==> src/rtl/gray_pkg.sv <==
// Shared Gray-code helpers and step-direction encodings for the Gray step decoder.
// Pure definitions: no latency, no flow control.
package gray_pkg;

    localparam logic DIR_UP   = 1'b1;
    localparam logic DIR_DOWN = 1'b0;

    // Callers zero-extend narrower codes; zero upper bits leave the lower result unchanged.
    function automatic logic [31:0] gray2bin(input logic [31:0] g);
        logic [31:0] b;
        b     = '0;
        b[31] = g[31];
        for (int i = 30; i >= 0; i--) begin
            b[i] = b[i + 1] ^ g[i];
        end
        return b;
    endfunction

endpackage

==> src/rtl/gray_step_decoder_if.sv <==
// Gray decoder signal bundle: code/control from the producer, decoded state back to it.
// No latency of its own; the decoder never backpressures, results are plain level/pulse outputs.
interface gray_step_decoder_if #(
    parameter int GRAYWIDTH = 3,
    parameter int POSWIDTH  = 16
);
    logic [GRAYWIDTH-1:0] gray_in;
    logic                 enable;
    logic                 clear;
    logic [GRAYWIDTH-1:0] bin;
    logic [POSWIDTH-1:0]  position;
    logic                 step_valid;
    logic                 step_dir;
    logic                 error;

    modport master (
        output gray_in, enable, clear,
        input  bin, position, step_valid, step_dir, error
    );

    modport slave (
        input  gray_in, enable, clear,
        output bin, position, step_valid, step_dir, error
    );
endinterface

==> src/rtl/gray_input_sync.sv <==
// Two-flop synchroniser plus debounce; strobes once per newly settled code (2+STABLE_CYCLES cycles).
// No backpressure: enable=0 freezes the debounce count and suppresses acceptance.
module gray_input_sync #(
    parameter int GRAYWIDTH     = 3,
    parameter int STABLE_CYCLES = 4
) (
    input  logic                 clk,
    input  logic                 rst_n,
    input  logic [GRAYWIDTH-1:0] gray_in,
    input  logic                 enable,
    output logic [GRAYWIDTH-1:0] cand,
    output logic                 settled,
    output logic                 accept_strobe
);

    localparam int            CW   = (STABLE_CYCLES > 1) ? $clog2(STABLE_CYCLES) : 1;
    localparam logic [CW-1:0] LAST = CW'(STABLE_CYCLES - 1);

    logic [GRAYWIDTH-1:0] s1;
    logic [GRAYWIDTH-1:0] s2;
    logic [GRAYWIDTH-1:0] accepted;
    logic [CW-1:0]        cnt;

    assign settled       = enable && (cnt == LAST);
    assign accept_strobe = settled && (cand != accepted);

    always_ff @(posedge clk or negedge rst_n) begin
        if (!rst_n) begin
            s1       <= '0;
            s2       <= '0;
            cand     <= '0;
            cnt      <= '0;
            accepted <= '0;
        end else begin
            s1 <= gray_in;
            s2 <= s1;
            // A new candidate always restarts the count, even while disabled.
            if (s2 != cand) begin
                cand <= s2;
                cnt  <= '0;
            end else if (enable && (cnt < LAST)) begin
                cnt <= cnt + CW'(1);
            end
            if (accept_strobe) begin
                accepted <= cand;
            end
        end
    end

endmodule

==> src/rtl/gray_step_decoder.sv <==
// Gray code consumer: sync/debounce, decode, classify +1/-1/illegal, track position and error.
// step_valid registers 3+STABLE_CYCLES cycles after an input change; never backpressures.
module gray_step_decoder
    import gray_pkg::*;
#(
    parameter int GRAYWIDTH     = 3,
    parameter int POSWIDTH      = 16,
    parameter int STABLE_CYCLES = 4
) (
    input  logic               clk,
    input  logic               rst_n,
    gray_step_decoder_if.slave bus
);

    logic [GRAYWIDTH-1:0] cand;
    logic                 settled;
    logic                 accept;
    logic                 primed;
    logic [GRAYWIDTH-1:0] new_bin;
    logic [GRAYWIDTH-1:0] delta;
    logic                 is_up;
    logic                 is_down;

    logic [GRAYWIDTH-1:0] bin_q;
    logic [POSWIDTH-1:0]  position_q;
    logic                 step_valid_q;
    logic                 step_dir_q;
    logic                 error_q;

    gray_input_sync #(
        .GRAYWIDTH     (GRAYWIDTH),
        .STABLE_CYCLES (STABLE_CYCLES)
    ) u_sync (
        .clk           (clk),
        .rst_n         (rst_n),
        .gray_in       (bus.gray_in),
        .enable        (bus.enable),
        .cand          (cand),
        .settled       (settled),
        .accept_strobe (accept)
    );

    assign new_bin = GRAYWIDTH'(gray2bin(32'(cand)));
    assign delta   = new_bin - bin_q;
    assign is_up   = (delta == GRAYWIDTH'(1));
    assign is_down = (delta == '1);

    always_ff @(posedge clk or negedge rst_n) begin
        if (!rst_n) begin
            primed       <= 1'b0;
            bin_q        <= '0;
            position_q   <= '0;
            step_valid_q <= 1'b0;
            step_dir_q   <= 1'b0;
            error_q      <= 1'b0;
        end else begin
            // A settled all-zero code matches the reset baseline, so it primes without accepting.
            primed       <= primed | settled;
            step_valid_q <= 1'b0;
            if (accept) begin
                bin_q <= new_bin;
                if (primed) begin
                    if (is_up || is_down) begin
                        step_valid_q <= 1'b1;
                        step_dir_q   <= is_up ? DIR_UP : DIR_DOWN;
                        position_q   <= is_up ? position_q + POSWIDTH'(1)
                                              : position_q - POSWIDTH'(1);
                    end else begin
                        error_q <= 1'b1;
                    end
                end
            end
            // Clear overrides any same-cycle position or error update, but not the step pulse.
            if (bus.clear) begin
                position_q <= '0;
                error_q    <= 1'b0;
            end
        end
    end

    assign bus.bin        = bin_q;
    assign bus.position   = position_q;
    assign bus.step_valid = step_valid_q;
    assign bus.step_dir   = step_dir_q;
    assign bus.error      = error_q;

endmodule

==> src/flat_wrapper.sv <==
// flat-port wrapper written by rule: the top's interface ports become plain ports
module gray_step_decoder_flat import gray_pkg::*;
#(
    parameter int GRAYWIDTH     = 3,
    parameter int POSWIDTH      = 16,
    parameter int STABLE_CYCLES = 4
)
  (clk, rst_n, bus_gray_in, bus_enable, bus_clear, bus_bin, bus_position, bus_step_valid, bus_step_dir, bus_error);
  gray_step_decoder_if #(.GRAYWIDTH(GRAYWIDTH), .POSWIDTH(POSWIDTH)) bus_i ();
  input  logic clk;
  input  logic rst_n;
  input wire logic [$bits(bus_i.gray_in)-1:0] bus_gray_in;
  input wire logic [$bits(bus_i.enable)-1:0] bus_enable;
  input wire logic [$bits(bus_i.clear)-1:0] bus_clear;
  output wire logic [$bits(bus_i.bin)-1:0] bus_bin;
  output wire logic [$bits(bus_i.position)-1:0] bus_position;
  output wire logic [$bits(bus_i.step_valid)-1:0] bus_step_valid;
  output wire logic [$bits(bus_i.step_dir)-1:0] bus_step_dir;
  output wire logic [$bits(bus_i.error)-1:0] bus_error;
  assign bus_i.gray_in = bus_gray_in;
  assign bus_i.enable = bus_enable;
  assign bus_i.clear = bus_clear;
  assign bus_bin = bus_i.bin;
  assign bus_position = bus_i.position;
  assign bus_step_valid = bus_i.step_valid;
  assign bus_step_dir = bus_i.step_dir;
  assign bus_error = bus_i.error;
  gray_step_decoder #(.GRAYWIDTH(GRAYWIDTH), .POSWIDTH(POSWIDTH), .STABLE_CYCLES(STABLE_CYCLES)) u_core (.clk(clk), .rst_n(rst_n), .bus(bus_i));
endmodule
==> config.mk <==
export PLATFORM = sky130hd
export DESIGN_NAME = gray_step_decoder_flat
export DESIGN_NICKNAME = d
export VERILOG_FILES = /design/src/rtl/gray_pkg.sv /design/src/rtl/gray_step_decoder_if.sv /design/src/rtl/gray_input_sync.sv /design/src/rtl/gray_step_decoder.sv /design/src/flat_wrapper.sv
export SDC_FILE = /design/constraint.sdc
export NUM_CORES = 1
export LEC_CHECK = 0
export CORE_UTILIZATION = 40
export DETAILED_ROUTE_END_ITERATION = 7
export MAX_ROUTING_LAYER = met4
export PLACE_DENSITY = 0.68
export SLEW_MARGIN = 20
export SYNTH_ARGS = -nofsm -noshare
export SYNTH_HDL_FRONTEND = slang
export SYNTH_SLANG_ARGS = --single-unit
==> constraint.sdc <==
create_clock -name clk -period 4.1 [get_ports clk]
set_input_delay 0.82 -clock clk [delete_from_list [all_inputs] [get_ports clk]]
set_output_delay 0.82 -clock clk [all_outputs]
set_load 0.02 [all_outputs]
## Yosys cells after proc, flatten, opt, wreduce, memory -nomap -nowiden

Index checks and enable logic that the tools add are counted.
Widths: inputs -> output; s select.

- Bits in registers: 37
- Bits of input ports: 7
- Output and inout bits: 22
- Word-level logic and storage cells: 51

- Add/sub/neg operators: 4
- $lt $le $gt $ge: 1
- Equality and inequality tests: 6
- Multiplexer cells: 15
- Bitwise operators: 3
- Reduce and logical (&&, ||, !) cells: 11

Operators with widths:

| kind | number |
|---|---|
| $mux 16 | 5 |
| $add 16x1->16 const B | 1 |
| $sub 16x1->16 const B | 1 |
| $reduce_and 3->1 | 3 |
| $mux 1 | 8 |
| $reduce_bool 2->1 | 4 |
| $ne 3x3->1 | 2 |
| $mux 2 | 2 |
| $eq 3x1->1 const B | 1 |
| $eq 3x3->1 const B | 1 |
| $logic_and 1x1->1 | 3 |
| $sub 3x3->3 | 1 |
| $add 2x1->2 const B | 1 |
| $eq 2x2->1 const B | 1 |
| $lt 2x2->1 const B | 1 |
| $ne 2x2->1 const B | 1 |
| $xor 1x1->1 | 2 |
| $logic_or 1x1->1 | 1 |
| $or 1x1->1 | 1 |

## Depth between registers and ports, before layout

- Depth after elaboration: 9
- Mapped depth: 17
- Mapped depth without buffers: 14

## Modules after synthesis

Synthesis repeated with hierarchy kept, for this count alone.

- Cell total of the unflattened synthesis: 220
- Area total of the unflattened synthesis: 2,245.9 µm²

Modules (own cells, without submodules):

| module | times used | cells an instance | area each (µm²) | seq. area each (µm²) |
|---|---|---|---|---|
| gray_step_decoder | 1 | 184 | 1,731.7 | 575.6 |
| gray_input_sync | 1 | 36 | 514.2 | 350.3 |

## Worst setup path before layout

No wires, ideal clock.

- Kind: flip-flop to flip-flop
- Start: register u_core.u_sync.cand[2]
- End: register u_core.position_q[15] (netlist: u_core.bus.position[15])
- Arrival time: 4.006 ns
- Data required time: 3.972 ns
- Slack: -0.033 ns
- Stages on the path, launching flop included: 18
- Path buffers: 3
- Period minus slack after synthesis: 4.133 ns
- Cell sequence: dfrtp_1 > buf_6 > xor2_1 > xnor2_1 > ha_1 > inv_1 > fa_1 > xnor3_1 > or3_1 > buf_2 > ha_1 > buf_2 > and3_1 > nor4b_1 > nor2_1 > a2111o_1 > a31oi_1 > mux2_1

- Cells in the longest elaborated chain, start to end: 9

RTL lines:

| what | line | source |
|---|---|---|
| from (decl) | gray_input_sync.sv:11 | `output logic [GRAYWIDTH-1:0] cand,` |
| from (signal assigned) | gray_input_sync.sv:31 | `cand <= '0;` |
| from (signal assigned) | gray_input_sync.sv:39 | `cand <= s2;` |
| $xor 1x1->1 * | gray_pkg.sv:14 | `b[i] = b[i + 1] ^ g[i];` |
| via u_core.new_bin[1] | gray_step_decoder.sv:19 | `logic [GRAYWIDTH-1:0] new_bin;` |
| $xor 1x1->1 | gray_pkg.sv:14 |  |
| $sub 3x3->3 * | gray_step_decoder.sv:44 | `assign delta = new_bin - bin_q;` |
| $eq 3x1->1 | gray_step_decoder.sv:45 | `assign is_up = (delta == GRAYWIDTH'(1));` |
| $mux 16 | gray_step_decoder.sv:66 | `position_q <= is_up ? position_q + POSWIDTH'(1)` |
| $mux 16 | gray_step_decoder.sv:63 | `if (is_up \|\| is_down) begin` |
| $mux 16 | gray_step_decoder.sv:62 | `if (primed) begin` |
| $mux 16 | gray_step_decoder.sv:60 | `if (accept) begin` |
| $mux 16 | gray_step_decoder.sv:74 | `if (bus.clear) begin` |
| to (signal assigned) | gray_step_decoder.sv:66 |  |
| to (decl) | gray_step_decoder.sv:25 | `logic [POSWIDTH-1:0] position_q;` |

Mark *: on every way through the listed nets, which the timed path passes. The rest lies on a longest branch. The select of a mux whose other input is x is not followed.
A chain may end at the register's enable or synchronous reset.

## Worst setup path after layout

Same ends and word-level chain as after synthesis.

==> results.yml <==
status:
  status: "completed"
placement:
  gp_congestion: 0.865
  portBuffers: 28
  post-dp-hpwl_um: 3180
  placed_area_um2: 2610
timing:
  period_needed_ns: 3.99
  max_freq_ghz: 0.251
  finalClockSkew_ns: 0.00969
  tightest_slew_ns: 0.784
  hold_viol: 0
  fin_crit_sh: 0.973
  relSlewSlack: 0.477
  setup_viol: 0
  slew_viol_final: 0
routing:
  via_per_inst: 5.39
  wirelength_um: 4490
  initialDrtViolationCount: 115
  drcViolationCount: 0
  dr.pass1.iters: 4
  postRouteAntennaNets: 0
  num_vias: 1734
  wl_per_cell_um: 13.9
setup_path:
  worstPathMaxFanout: 5
  r2r.worst_path.cells: 15
  worst_path_most_repeated_cell: "ha_1"
  cp.required_ns: 4.28
  end_kind: "flip-flop"
  cp-start-kind: "flip-flop"
  crit_slowest_cell: "dfrtp_1"
  critPathKind: "reg2reg"
  slowest_delay_ns: 0.41
  crit_chain: "xor2_2 > xnor2_2 > ha_1 > inv_1 > fa_1 > xnor3_1 > or3_4 > buf_4 > ha_1 > and3_1 > nor4b_2 > nor2_1 > a2111o_1 > a31oi_1 > mux2_1"
  worstPathArrival_ns: 4.17
grt:
  grt_pass1_vias: 1643
  met2_usage: 0.250
  antenna_found_initial: 0
  met3_usage: 0.0419
  grt_pass1_wl_um: 7670
  grt_usage: 0.170
  use_met1: 0.233
  grt-ovfl-total: 0
  grt_start_max_net_pins: 37
  busiest_layer: "met2"
clock_network:
  numCtsBuffers: 5
  cts_hold_buffers: 0
  insertion_delay_ns: 0.29
  cts-root-buf: "clkbuf_8"
  clk_pin_slew_ns: 0.08
  cts_tree: "yes"
  clkSinkCount: 36
  cts_max_path_buffers: 2
  h-tree-depth: 2
synthesis:
  yosys-top-cells-count: "dfrtp_1, ha_1, a21oi_1"
  synthCells: 211
  ys_seq_area_frac: 0.408
  synth_area_per_cell_um2: 10.5
  syn_area_um2: 2210
  synth_area_leaders: "dfrtp_1, ha_1, xnor2_1, a22o_1, a21oi_1"
  yosysWarningCount: 0
  ys.flop_type: "dfrtp_1"
  yosysMostFrequentCell: "dfrtp_1"
  synth-edff-count: 0
  ys_ff_latch: 36
  yosys.area.top_type_share: 0.408
  synthArstFlopShare: 1.00
  synth_top_cell_by_area: "dfrtp_1"
  syn_nets: 238
  yosysUniqueCellTypes: 47
run:
  drv_cap: 0
floorplanning:
  core-area_um2: 5200
  io_pins: 29
  die_h_um: 76.3
  die-area_um2: 5820
  placementRows: 26
  fp.dieW_um: 76.3
  initial_core_util: 0.424
layout:
  register_area_um2: 901
  multi_input_area_um2: 1300
  syn_to_final_growth_pct: 26.9
  fill_cells: 468
  fin_area_um2: 2800
  drive_above_1_share: 0.163
  num-nets-final: 278
  antenna_cells: 0
pwr:
  p_int_mw: 0.571
  p_switching_mw: 0.250
  leakage_nw: 1.31
  comb_power_share: 0.241
  pwr-share-seq: 0.444
  power_frac_clock: 0.315
  power_mw: 0.822
  vdd_drop_max_mv: 0.160
  powerDensity_nw_per_um2: 293
  switching_share: 0.305
hold_path:
  min_path_cells: 0
  min_path_type: "reg2reg"
-- final timing paths --
kind	startpoint	to	slack [ns]
worst min-delay path	u_core.u_sync.s1[0]	u_core.u_sync.s2[0]	0.35
worst min register to register	u_core.u_sync.s1[0]	u_core.u_sync.s2[0]	0.35
worst max-delay path	u_core.u_sync.cand[2]	u_core.bus.position[15]	0.11
worst max register to register	u_core.u_sync.cand[2]	u_core.bus.position[15]	0.11
min in group asynchronous	rst_n	u_core.bus.position[10]	0.60
max in group asynchronous	rst_n	u_core.bus.error	2.99
-- final cells by class --
cell class                      count  area share
Multi-Input combinational cell    159       0.464
Sequential cell                    36       0.322
Timing Repair Buffer               42       0.140
Tap cell                           70      0.0313
Clock buffer                        5      0.0246
Inverter                            7     0.00938
Clock inverter                      3     0.00849
-- worst max-delay path, delay by kind of cell, from the launching register on --
family,cells,cell delay (ns)
adders and majority gates,3,0.88
AOI/OAI and AO/OA,2,0.56
muxes,1,0.34
DFF,1,0.41
buffers and inverters,2,0.23
and+or+nand+nor,4,0.87
xor gates and xnor gates,3,0.60
-- power groups by stage --
stage	Combinational, mW	Sequential [mW]	Clock, mW
finish	0.198	0.365	0.259
global route	0.221	0.365	0.286
CTS	0.180	0.365	0.271
detailed placement	0.172	0.372	0
global placement	0.173	0.371	0
floorplan	0.124	0.371	0
-- routing by layer --
metal  vias to the layer above  wire [µm]  share of wire
li1                        852          -              -
met4                         0         42         0.0094
met3                         4        167          0.037
met2                        33       1960           0.44
met5                         -          0              0
met1                       845       2320           0.52
-- state kept, by name, indices dropped and copies added (netlist names) --
name and cells:
u_core.bus.position 16, u_core.bus.bin 3, u_core.u_sync.cand 3, u_core.u_sync.s1 3, u_core.u_sync.s2 3, u_core.u_sync.accepted 2
u_core.u_sync.cnt 2, u_core.bus.error 1, u_core.bus.step_dir 1, u_core.bus.step_valid 1, u_core.primed 1
-- cell usage in the layout (no fill, tap or decap), types with 2 or more instances in the layout --
cell             synthesis  layout
a2111o_1                 2       2
nor2_1                  10      10
o21bai_1                 3       3
clkbuf_8                 0       5
or3_4                    1       2
fa_1                     2       2
a31oi_1                  3       3
dfrtp_1                 36      36
a21oi_2                  0       2
o21ai_0                 12      11
nand4_1                  3       3
a21oi_1                 17      15
a21o_1                   7       7
a211oi_1                 2       2
ha_4                     0       3
xor2_1                   6       5
nand3_1                  3       2
nand2_1                 15      15
buf_4                    1      13
mux2i_1                  3       3
clkdlybuf4s50_1          0      27
clkinvlp_4               0       2
ha_1                    18      15
mux2_2                   3       3
inv_1                    6       6
xnor2_1                 14      13
nor2b_1                  4       4
a22o_1                  10      10
-- per-stage QoR --
step                      std cells  worst slack, ns  TNS [ns]  hold WS, ns   util
after floorplan                 211           0.0413         0        0.331      -
after global placement          311           0.0653         0        0.334  0.500
after detailed placement        311          -0.0397   -0.0533        0.335  0.500
after CTS                       320          -0.0287   -0.0729        0.353  0.525
after global routing            322          -0.0882    -0.181        0.357  0.538
final                           322            0.110         0        0.351  0.538
-- kinds of logic (layout without fill, tap and decap cells) --
kind of cell | Yosys count | in the layout | share of synthesized area
muxes | 7 | 7 | 0.0340
xor gates and xnor gates | 21 | 21 | 0.0895
buffers and inverters | 16 | 57 | 0.0374
adders and majority gates | 20 | 20 | 0.120
DFF | 36 | 36 | 0.408
and+or+nand+nor | 46 | 46 | 0.109
AOI/OAI and AO/OA | 65 | 65 | 0.202
-- repair_timing --
action | in CTS | in global routing
setup buffers | 1 | 2
pin swaps | 1 | 2
gates resized for setup | 2 | 11
setup endpoints to repair | 3 | 4
Power figures use the tool's default switching activity.
